--- config.mk ---
export PLATFORM = sky130hd
export DESIGN_NAME = ps2_key_decoder
export DESIGN_NICKNAME = d
export VERILOG_FILES = /design/src/rtl/ps2_kbd_pkg.sv /design/src/rtl/key_event_fifo.sv /design/src/rtl/ps2_key_decoder.sv
export SDC_FILE = /design/constraint.sdc
export NUM_CORES = 1
export LEC_CHECK = 0
export ABC_AREA = 1
export CAP_MARGIN = 10
export CORE_MARGIN = 4
export CORE_UTILIZATION = 65
export CTS_CLUSTER_DIAMETER = 80
export DETAILED_ROUTE_END_ITERATION = 8
export HOLD_SLACK_MARGIN = 0.03
export PLACE_DENSITY_LB_ADDON = 0.3
export SYNTH_ARGS = -nofsm -noshare
export SYNTH_HDL_FRONTEND = slang
export SYNTH_HIERARCHICAL = 1
export SYNTH_SLANG_ARGS = --single-unit
--- constraint.sdc ---
create_clock -name clk -period 3.7 [get_ports clk]
set_input_delay 0.74 -clock clk [delete_from_list [all_inputs] [get_ports clk]]
set_output_delay 0.74 -clock clk [all_outputs]
set_load 0.02 [all_outputs]
--- src/rtl/ps2_kbd_pkg.sv ---
// Shared types and constants for the PS/2 Scan Code Set 2 key decoder.
//   state_t      : prefix FSM states
//   key_event_t  : one decoded key event {ascii, code, extended, is_release}
//   is_discard() : bytes that carry no key information (ACK, BAT, errors, E1)
//   to_ascii()   : US-layout translation of a make code under modifier state
package ps2_kbd_pkg;

  typedef enum logic [1:0] {IDLE, GOT_E0, GOT_F0, GOT_E0F0} state_t;

  localparam logic [7:0] BYTE_E0 = 8'hE0;
  localparam logic [7:0] BYTE_F0 = 8'hF0;
  localparam logic [7:0] BYTE_E1 = 8'hE1;
  localparam logic [7:0] BYTE_AA = 8'hAA;
  localparam logic [7:0] BYTE_FA = 8'hFA;
  localparam logic [7:0] BYTE_FE = 8'hFE;
  localparam logic [7:0] BYTE_00 = 8'h00;
  localparam logic [7:0] BYTE_FF = 8'hFF;

  localparam logic [7:0] KEY_LSHIFT = 8'h12;
  localparam logic [7:0] KEY_RSHIFT = 8'h59;
  localparam logic [7:0] KEY_CTRL   = 8'h14;
  localparam logic [7:0] KEY_CAPS   = 8'h58;
  localparam logic [7:0] KEY_ENTER  = 8'h5A;

  // 'release' is a reserved word, hence is_release.
  typedef struct packed {
    logic [7:0] ascii;
    logic [7:0] code;
    logic       extended;
    logic       is_release;
  } key_event_t;

  function automatic logic is_discard(input logic [7:0] b);
    return (b == BYTE_00) || (b == BYTE_FF) || (b == BYTE_AA) ||
           (b == BYTE_FA) || (b == BYTE_FE) || (b == BYTE_E1);
  endfunction

  function automatic logic [7:0] to_ascii(input logic [7:0] code,
                                          input logic       ext,
                                          input logic       shift,
                                          input logic       caps,
                                          input logic       ctrl);
    logic [7:0] letter, digit, sym, r;
    letter = 8'h00;
    digit  = 8'h00;
    sym    = 8'h00;
    r      = 8'h00;
    case (code)
      8'h1C: letter = "a";  8'h32: letter = "b";  8'h21: letter = "c";
      8'h23: letter = "d";  8'h24: letter = "e";  8'h2B: letter = "f";
      8'h34: letter = "g";  8'h33: letter = "h";  8'h43: letter = "i";
      8'h3B: letter = "j";  8'h42: letter = "k";  8'h4B: letter = "l";
      8'h3A: letter = "m";  8'h31: letter = "n";  8'h44: letter = "o";
      8'h4D: letter = "p";  8'h15: letter = "q";  8'h2D: letter = "r";
      8'h1B: letter = "s";  8'h2C: letter = "t";  8'h3C: letter = "u";
      8'h2A: letter = "v";  8'h1D: letter = "w";  8'h22: letter = "x";
      8'h35: letter = "y";  8'h1A: letter = "z";
      default: letter = 8'h00;
    endcase
    case (code)
      8'h16: begin digit = "1"; sym = "!"; end
      8'h1E: begin digit = "2"; sym = "@"; end
      8'h26: begin digit = "3"; sym = "#"; end
      8'h25: begin digit = "4"; sym = "$"; end
      8'h2E: begin digit = "5"; sym = "%"; end
      8'h36: begin digit = "6"; sym = "^"; end
      8'h3D: begin digit = "7"; sym = "&"; end
      8'h3E: begin digit = "8"; sym = "*"; end
      8'h46: begin digit = "9"; sym = "("; end
      8'h45: begin digit = "0"; sym = ")"; end
      default: begin digit = 8'h00; sym = 8'h00; end
    endcase
    if (ext)
      r = (code == KEY_ENTER) ? 8'h0D : 8'h00;
    else if (letter != 8'h00) begin
      // Ctrl wins over shift/caps: control codes come from the uppercase form.
      if (ctrl)              r = (letter - 8'h20) & 8'h1F;
      else if (shift ^ caps) r = letter - 8'h20;
      else                   r = letter;
    end else if (digit != 8'h00)
      r = shift ? sym : digit;
    else begin
      case (code)
        8'h29:     r = 8'h20;
        KEY_ENTER: r = 8'h0D;
        8'h66:     r = 8'h08;
        8'h0D:     r = 8'h09;
        8'h76:     r = 8'h1B;
        default:   r = 8'h00;
      endcase
    end
    return r;
  endfunction

endpackage

--- src/rtl/key_event_fifo.sv ---
// Synchronous FIFO of key events.
//   push/wdata : write an event (ignored when full unless popping the same cycle)
//   pop        : remove the head (ignored when empty)
//   rdata      : head entry; reads as zero after reset
//   full/empty : occupancy flags
module key_event_fifo
  import ps2_kbd_pkg::*;
#(
  parameter int DEPTH = 4
) (
  input  logic       clk,
  input  logic       rst,
  input  logic       push,
  input  key_event_t wdata,
  input  logic       pop,
  output key_event_t rdata,
  output logic       full,
  output logic       empty
);
  localparam int AW = $clog2(DEPTH);

  key_event_t    mem [DEPTH];
  logic [AW:0]   wr_ptr, rd_ptr;
  logic          do_push, do_pop;

  assign empty   = (wr_ptr == rd_ptr);
  assign full    = (wr_ptr[AW] != rd_ptr[AW]) && (wr_ptr[AW-1:0] == rd_ptr[AW-1:0]);
  assign do_pop  = pop && !empty;
  // When full, the slot being written is the head slot being vacated.
  assign do_push = push && (!full || do_pop);
  assign rdata   = mem[rd_ptr[AW-1:0]];

  always_ff @(posedge clk or negedge rst) begin
    if (!rst) begin
      wr_ptr <= '0;
      rd_ptr <= '0;
      for (int i = 0; i < DEPTH; i++) mem[i] <= '0;
    end else begin
      if (do_push) begin
        mem[wr_ptr[AW-1:0]] <= wdata;
        wr_ptr              <= wr_ptr + 1'b1;
      end
      if (do_pop) rd_ptr <= rd_ptr + 1'b1;
    end
  end

endmodule

--- src/rtl/ps2_key_decoder.sv ---
// Scan Code Set 2 decoder: turns receiver byte strobes into key events.
//   scanCode/scanCodeReady : byte strobe from the PS/2 receiver
//   keyValid/keyReady      : event FIFO handshake toward the CPU
//   keyAscii/keyCode/keyExtended/keyRelease : head event fields
//   shiftHeld/ctrlHeld/capsLock : live modifier state
//   overflow               : sticky, an event was dropped on a full FIFO
module ps2_key_decoder
  import ps2_kbd_pkg::*;
#(
  parameter int FIFO_DEPTH = 4
) (
  input  logic       clk,
  input  logic       rst,
  input  logic [7:0] scanCode,
  input  logic       scanCodeReady,
  output logic       keyValid,
  input  logic       keyReady,
  output logic [7:0] keyAscii,
  output logic [7:0] keyCode,
  output logic       keyExtended,
  output logic       keyRelease,
  output logic       shiftHeld,
  output logic       ctrlHeld,
  output logic       capsLock,
  output logic       overflow
);
  state_t     state, state_nx;
  logic       emit, ev_ext, ev_rel;
  logic       lshift, rshift, lctrl, rctrl, caps_lock, caps_down, ovf;
  logic       full, empty, pop;
  key_event_t ev, head;

  // State register
  always_ff @(posedge clk or negedge rst) begin
    if (!rst) state <= IDLE;
    else      state <= state_nx;
  end

  // Next state: E0 always lands in GOT_E0; F0 keeps any pending E0.
  always_comb begin
    state_nx = state;
    if (scanCodeReady) begin
      if (is_discard(scanCode))     state_nx = IDLE;
      else if (scanCode == BYTE_E0) state_nx = GOT_E0;
      else if (scanCode == BYTE_F0)
        state_nx = (state == GOT_E0 || state == GOT_E0F0) ? GOT_E0F0 : GOT_F0;
      else                          state_nx = IDLE;
    end
  end

  // Outputs: a non-prefix, non-discard byte completes an event.
  always_comb begin
    emit   = 1'b0;
    ev_ext = 1'b0;
    ev_rel = 1'b0;
    if (scanCodeReady && !is_discard(scanCode) &&
        scanCode != BYTE_E0 && scanCode != BYTE_F0) begin
      emit   = 1'b1;
      ev_ext = (state == GOT_E0) || (state == GOT_E0F0);
      ev_rel = (state == GOT_F0) || (state == GOT_E0F0);
    end
  end

  assign shiftHeld = lshift | rshift;
  assign ctrlHeld  = lctrl | rctrl;
  assign capsLock  = caps_lock;
  assign overflow  = ovf;

  // Translation uses the modifier state from before this event.
  always_comb begin
    ev.ascii      = to_ascii(scanCode, ev_ext, shiftHeld, caps_lock, ctrlHeld);
    ev.code       = scanCode;
    ev.extended   = ev_ext;
    ev.is_release = ev_rel;
  end

  always_ff @(posedge clk or negedge rst) begin
    if (!rst) begin
      lshift    <= 1'b0;
      rshift    <= 1'b0;
      lctrl     <= 1'b0;
      rctrl     <= 1'b0;
      caps_lock <= 1'b0;
      caps_down <= 1'b0;
    end else if (emit) begin
      if (!ev_ext && scanCode == KEY_LSHIFT) lshift <= !ev_rel;
      if (!ev_ext && scanCode == KEY_RSHIFT) rshift <= !ev_rel;
      if (!ev_ext && scanCode == KEY_CTRL)   lctrl  <= !ev_rel;
      if ( ev_ext && scanCode == KEY_CTRL)   rctrl  <= !ev_rel;
      if (!ev_ext && scanCode == KEY_CAPS) begin
        // Typematic repeats arrive with caps_down already set.
        caps_down <= !ev_rel;
        if (!ev_rel && !caps_down) caps_lock <= !caps_lock;
      end
    end
  end

  assign keyValid = !empty;
  assign pop      = keyValid && keyReady;

  always_ff @(posedge clk or negedge rst) begin
    if (!rst)                     ovf <= 1'b0;
    else if (emit && full && !pop) ovf <= 1'b1;
  end

  key_event_fifo #(.DEPTH(FIFO_DEPTH)) u_fifo (
    .clk   (clk),
    .rst   (rst),
    .push  (emit),
    .wdata (ev),
    .pop   (pop),
    .rdata (head),
    .full  (full),
    .empty (empty)
  );

  assign keyAscii    = head.ascii;
  assign keyCode     = head.code;
  assign keyExtended = head.extended;
  assign keyRelease  = head.is_release;

endmodule

== Yosys cells after proc, flatten, opt, wreduce, memory -nomap -nowiden ==
Memory sizes are Yosys's and may differ from the RTL's.
Index checks and enable logic that the tools add are counted.

* Flip-flop bits (word level): 87
* Latch bits: 0
* Bits in writable memories: 0
* ROM bits: 896
* Bits of input ports: 12
* Output and inout bits: 23
* Logic and storage cells: 137
* Memories kept: 1

{| class="wikitable"
|+ Memory list
! memory !! depth !! bits a word !! read ports !! clocked after memory_dff !! write ports !! line !! RTL
|-
| (no name shown) || 128 || 7 || 1 || 0 || 0 || ps2_kbd_pkg.sv:48 || <nowiki>case (code)</nowiki>
|}

* $add $sub $neg: 3
* $mul: 0
* Divide/modulo/power cells: 0
* Magnitude comparators: 3
* Equal/unequal tests: 34
* Shift operators: 0
* Muxes and demuxes: 24
* Bitwise logic cells: 5
* Reductions and logical operators: 41

{| class="wikitable"
|+ Operators by type and width
! cell !! number
|-
| 72-bit bitwise mux || 1
|-
| 7-bit case mux with 10 select lines || 1
|-
| 6-bit case mux with 10 select lines || 1
|-
| 8-bit by 6-bit == test with 1-bit output, second input constant || 7
|-
| 8-bit by 7-bit == test with 1-bit output, second input constant || 7
|-
| 8-bit == test, second input constant || 7
|-
| 8-bit 2-to-1 mux || 7
|-
| 18-bit 2-to-1 mux || 3
|-
| 18-bit binary-select mux with 2-bit select || 1
|-
| 18-bit demux with 2-bit select || 1
|-
| 8-bit by 5-bit == test with 1-bit output, second input constant || 4
|-
| 6-bit case mux with 5 select lines || 1
|-
| 1-bit logical AND || 16
|-
| 8-bit != test, second input constant || 2
|-
| 8-bit nonzero test || 2
|-
| 2-bit AND reduction || 5
|-
| 8-bit by 4-bit == test with 1-bit output, second input constant || 1
|-
| 1-bit zero test || 8
|-
| 8-bit zero test || 1
|-
| 1-bit logical OR || 8
|-
| 8-bit by 6-bit subtractor with 8-bit output, second input constant || 1
|-
| 3-bit by 1-bit adder with 3-bit output, second input constant || 2
|-
| 3-bit >= comparator, second input constant || 2
|-
| 2-bit 2-to-1 mux || 3
|-
| other kinds (12) || 18
|}

== Depth between registers and ports, before layout ==
* Depth in word-level cells: 14
* Gate-level depth with buffers: 18
* Mapped depth without buffers: 18

== Modules after synthesis ==
The synthesis kept the hierarchy.

{| class="wikitable"
|+ Modules (own cells, without submodules)
! module !! times used !! cells each !! area each (µm²) !! seq. area each (µm²)
|-
| key_event_fifo || 1 || 470 || 3,847.4 || 1,951.9
|-
| ps2_key_decoder || 1 || 313 || 1,715.4 || 225.2
|}

== Worst setup path after synthesis ==
Ideal clock, no wire load.

* Path type: in2reg
* Start: in scanCode[1]
* End: reg u_fifo/mem[33] (netlist bit)
* Setup time: 0.067 ns
* Arrival time: 2.668 ns
* Data required time: 3.633 ns
* Path slack: 0.966 ns
* Cell stages on the path: 14
* Path buffers: 0
* Cells stage by stage: inv_1 ha_1 nand3_1 nor2_1 nor2_1 a21oi_1 nand2_1 ha_1 or2_2 nand2_1 nand2_1 nor2_1 nand4_1 nand2_1

{| class="wikitable"
|+ RTL lines
! what !! line !! RTL
|-
| from (decl) || ps2_key_decoder.sv:14 || <nowiki>input logic [7:0] scanCode,</nowiki>
|-
| to (signal, indexed assignment) || key_event_fifo.sv:40 || <nowiki>mem[wr_ptr[AW-1:0]] <= wdata;</nowiki>
|-
| to (decl) || key_event_fifo.sv:22 || <nowiki>key_event_t mem [DEPTH];</nowiki>
|}

== Final worst setup path ==
* Start: reg u_fifo.rd_ptr[0]
* End: out keyAscii[6]

* Word-level cells in the longest chain between the ends: 4

{| class="wikitable"
|+ RTL lines
! what !! line !! RTL
|-
| from (decl) || key_event_fifo.sv:23 || <nowiki>logic [AW:0] wr_ptr, rd_ptr;</nowiki>
|-
| from (signal assigned) || key_event_fifo.sv:43 || <nowiki>if (do_pop) rd_ptr <= rd_ptr + 1'b1;</nowiki>
|-
| 2-bit inverter with 3-bit output (implied by the code) || key_event_fifo.sv:31 || <nowiki>assign rdata = mem[rd_ptr[AW-1:0]];</nowiki>
|-
| 18-bit binary-select mux with 2-bit select || key_event_fifo.sv:31 ||
|-
| 18-bit 2-to-1 mux (implied by the code) (2 in series) || key_event_fifo.sv:31 ||
|-
| to (decl) || ps2_key_decoder.sv:18 || <nowiki>output logic [7:0] keyAscii,</nowiki>
|}

No other way between the ends. The select of a mux whose other input is x is not followed.

==> run metrics <==
non-filler cells, final=922; worst stage delay on the critical path=roughly 0.56 ns; Detailed Routing Iterations Pass 1=6; met2 global-route usage=0.597; CP delay by family, top=buffers and inverters; clk sinks=87; critical path class=flop to output pin; setup TNS=0 ns; Yosys Warn Count=6; syn_nets=809; HP Class=flop to flop; # DRC=0; clock slew at reported path FFs=approximately 0.10 ns; leakage power=3.25 nW; total power=4.51 mW; Pwr per Cell Area=around 720 mW/mm2; gr ovfl total=0; most frequent cells in the layout=263 x nand2_1, 87 x dfrtp_1, 82 x nor2_1, 81 x nand4_1, 46 x o21ai_0; CP Cell Sequence=clkinvlp_4, o21ai_0, o22ai_1, clkdlybuf4s50_1; VDD IR max=just over 0.5 mV; post-synth top area cell=dfrtp_1; # resized after CTS=0; crit path launch type=flop; Post-CTS Setup Inserts=0; hold slack final=0.474 ns; initial DRC count=518; Placed Cells=just over 900; Fmax=305 MHz; Die Footprint=0.0101 mm2; library cells used by synthesis=39; max cap viols=0; Final Skew=0.0192 ns; CP max stage cell=clkdlybuf4s50_1; via count=between 5000 and 6000; RSZ-0062 raised after global routing=false; crit path max fanout=37; filler cell count=between 600 and 700; Slew Limit Fails=0; HPWL after DPL=11700 um; die height=101 um; Worst-Skew Late Latency=between 0.3 and 0.4 ns; Worst Path Buf+Inv=2; hold_buf cts=0; status=complete, no violations; Synth Register Bits=between 80 and 90; initial core utilization=0.674; worst rel slew slack=0.280; Mean Syn Cell Area=7.10 um2; Critical Path AT=2.53 ns; Fin. Hold Viols=0; Die Wd=101 um; CTS tree=built; H-tree depth=3; Root Buffer=clkbuf_8; RD Place Congestion=0.946; Area Overhead vs Synth=11.9%; Port Buffer Count=34; CORE AREA=0.00826 mm2; top-area cell type share of the netlist area=0.391; number of global-route vias before repair=roughly 5800; DR vias/cell=between 6 and 7; Seq/Total Area, Yosys=0.391; endpoints failing setup=0; antenna-violating nets left=0; first-pass GRT wire length=~28000 um; WL final=16800 um; # diodes=0; largest net degree at the start of global routing=88; leading cell type in the layout, fill and taps excluded=nand2_1; gr usage total=0.346; initial antenna violation count=0; synthesized area=0.00556 mm2; fin crit share=0.885; Final #Nets=839; wire per inst=18.2 um; Area contributors post-synth=dfrtp_1 39%, nand2_1 18%, nand4_1 9.1%; Synth Instances=roughly 780; CTS Buf Count=9; Top Ports=35; met3 Track Usage GR=0.0422; Setup crit end kind=output pin; Period minus WS final=3.27 ns; Rows=33; Worst Tran Pin Value=1.08 ns; Max clock buf depth=2; layout cells sized above 1=0.103; GR peak layer=met2; worst endpoint required time=2.96 ns; grt met1 use=0.423
-- path summary, 6_finish.rpt --
kind                                  startpoint                to  slack [ns]  cells after the start
worst min-delay path              u_fifo/mem[39]    u_fifo/mem[39]        0.47                      2
worst min register to register    u_fifo/mem[39]    u_fifo/mem[39]        0.47                      2
worst max-delay path            u_fifo/rd_ptr[0]       keyAscii[6]        0.43                      4
max in group asynchronous                    rst    u_fifo/mem[32]        2.43                      1
min in group asynchronous                    rst  u_fifo/rd_ptr[2]        0.57                      1
worst max register to register  u_fifo/rd_ptr[1]    u_fifo/mem[40]        0.79                     13
-- cell families (layout without fill, tap and decap cells) --
logic type	after synthesis	count (layout)	share of synthesized area
AND/OR/NAND/NOR	500	500	0.415
buffers and inverters	96	130	0.0749
flip-flops	87	87	0.391
AO/OA/AOI/OAI	83	83	0.0807
adder cells (fa/ha/maj)	14	14	0.0315
XOR/XNOR	3	3	0.00607
-- tightest hold or removal path: stages, from the launching register on --
cell and delay, ns:
dfrtp_1 0.35, nand2_1 0.05, nand2_1 0.04
-- Yosys cell counts --
library cell,instances
nand2_1,263
dfrtp_1,87
nor2_1,82
nand4_1,81
o21ai_0,46
nand3_1,42
inv_1,41
o22ai_1,18
ha_1,14
clkbuf_1,13
buf_1,11
a21oi_1,10
buf_2,10
buf_4,8
inv_2,8
nor3_1,6
o21ai_1,6
nand3_2,5
nor2_2,4
nand2_2,3
nor2_4,3
a31o_2,2
inv_4,2
nor2_8,2
or2_2,2
and3_1,1
buf_6,1
clkinv_1,1
clkinv_2,1
nand2_4,1
nand3_4,1
nand4_4,1
nor3_2,1
nor3_4,1
o21ai_2,1
or2_1,1
xnor2_1,1
xnor2_2,1
xor2_1,1
-- state kept, by name, summed over array words and instances, names as in the netlist, 2 cells and up --
signal and cells:
state 2, u_fifo/wr_ptr 3, u_fifo/rd_ptr 3, u_fifo/mem 72
-- report_power, final --
group | internal (mW) | switching (mW)
Clock | 0.312 | 0.355
Sequential | 1.28 | 0.224
Combinational | 0.839 | 1.50
Total | 2.43 | 2.08
-- layer usage --
metal / wire length, um / up-vias
met4: 897 / 0
met2: 8150 / 384
li1: - / 2664
met1: 6240 / 2703
met3: 1500 / 93
met5: 0 / -
-- stage by stage --
stage | cell area (um2) | util | worst slack [ns]
floorplan | 5560 | - | 0.966
global placement | 6030 | 0.730 | 0.200
detailed placement | 6030 | 0.730 | 0.163
CTS | 6220 | 0.753 | 0.183
global route | 6230 | 0.754 | 0.136
finish | 6230 | 0.754 | 0.426
-- layout make-up --
cell class / instances / area, um2 / share of cell area
tap: 105 / 131 / 0.0211
timing repair buffer: 62 / 548 / 0.0880
sequential: 87 / 2180 / 0.350
multi-input combinational: 600 / 2970 / 0.477
clock buffer: 9 / 124 / 0.0199
inverter: 53 / 209 / 0.0336
clock inverter: 6 / 67.6 / 0.0109
Note: power is estimated with default switching activity, not from simulation.
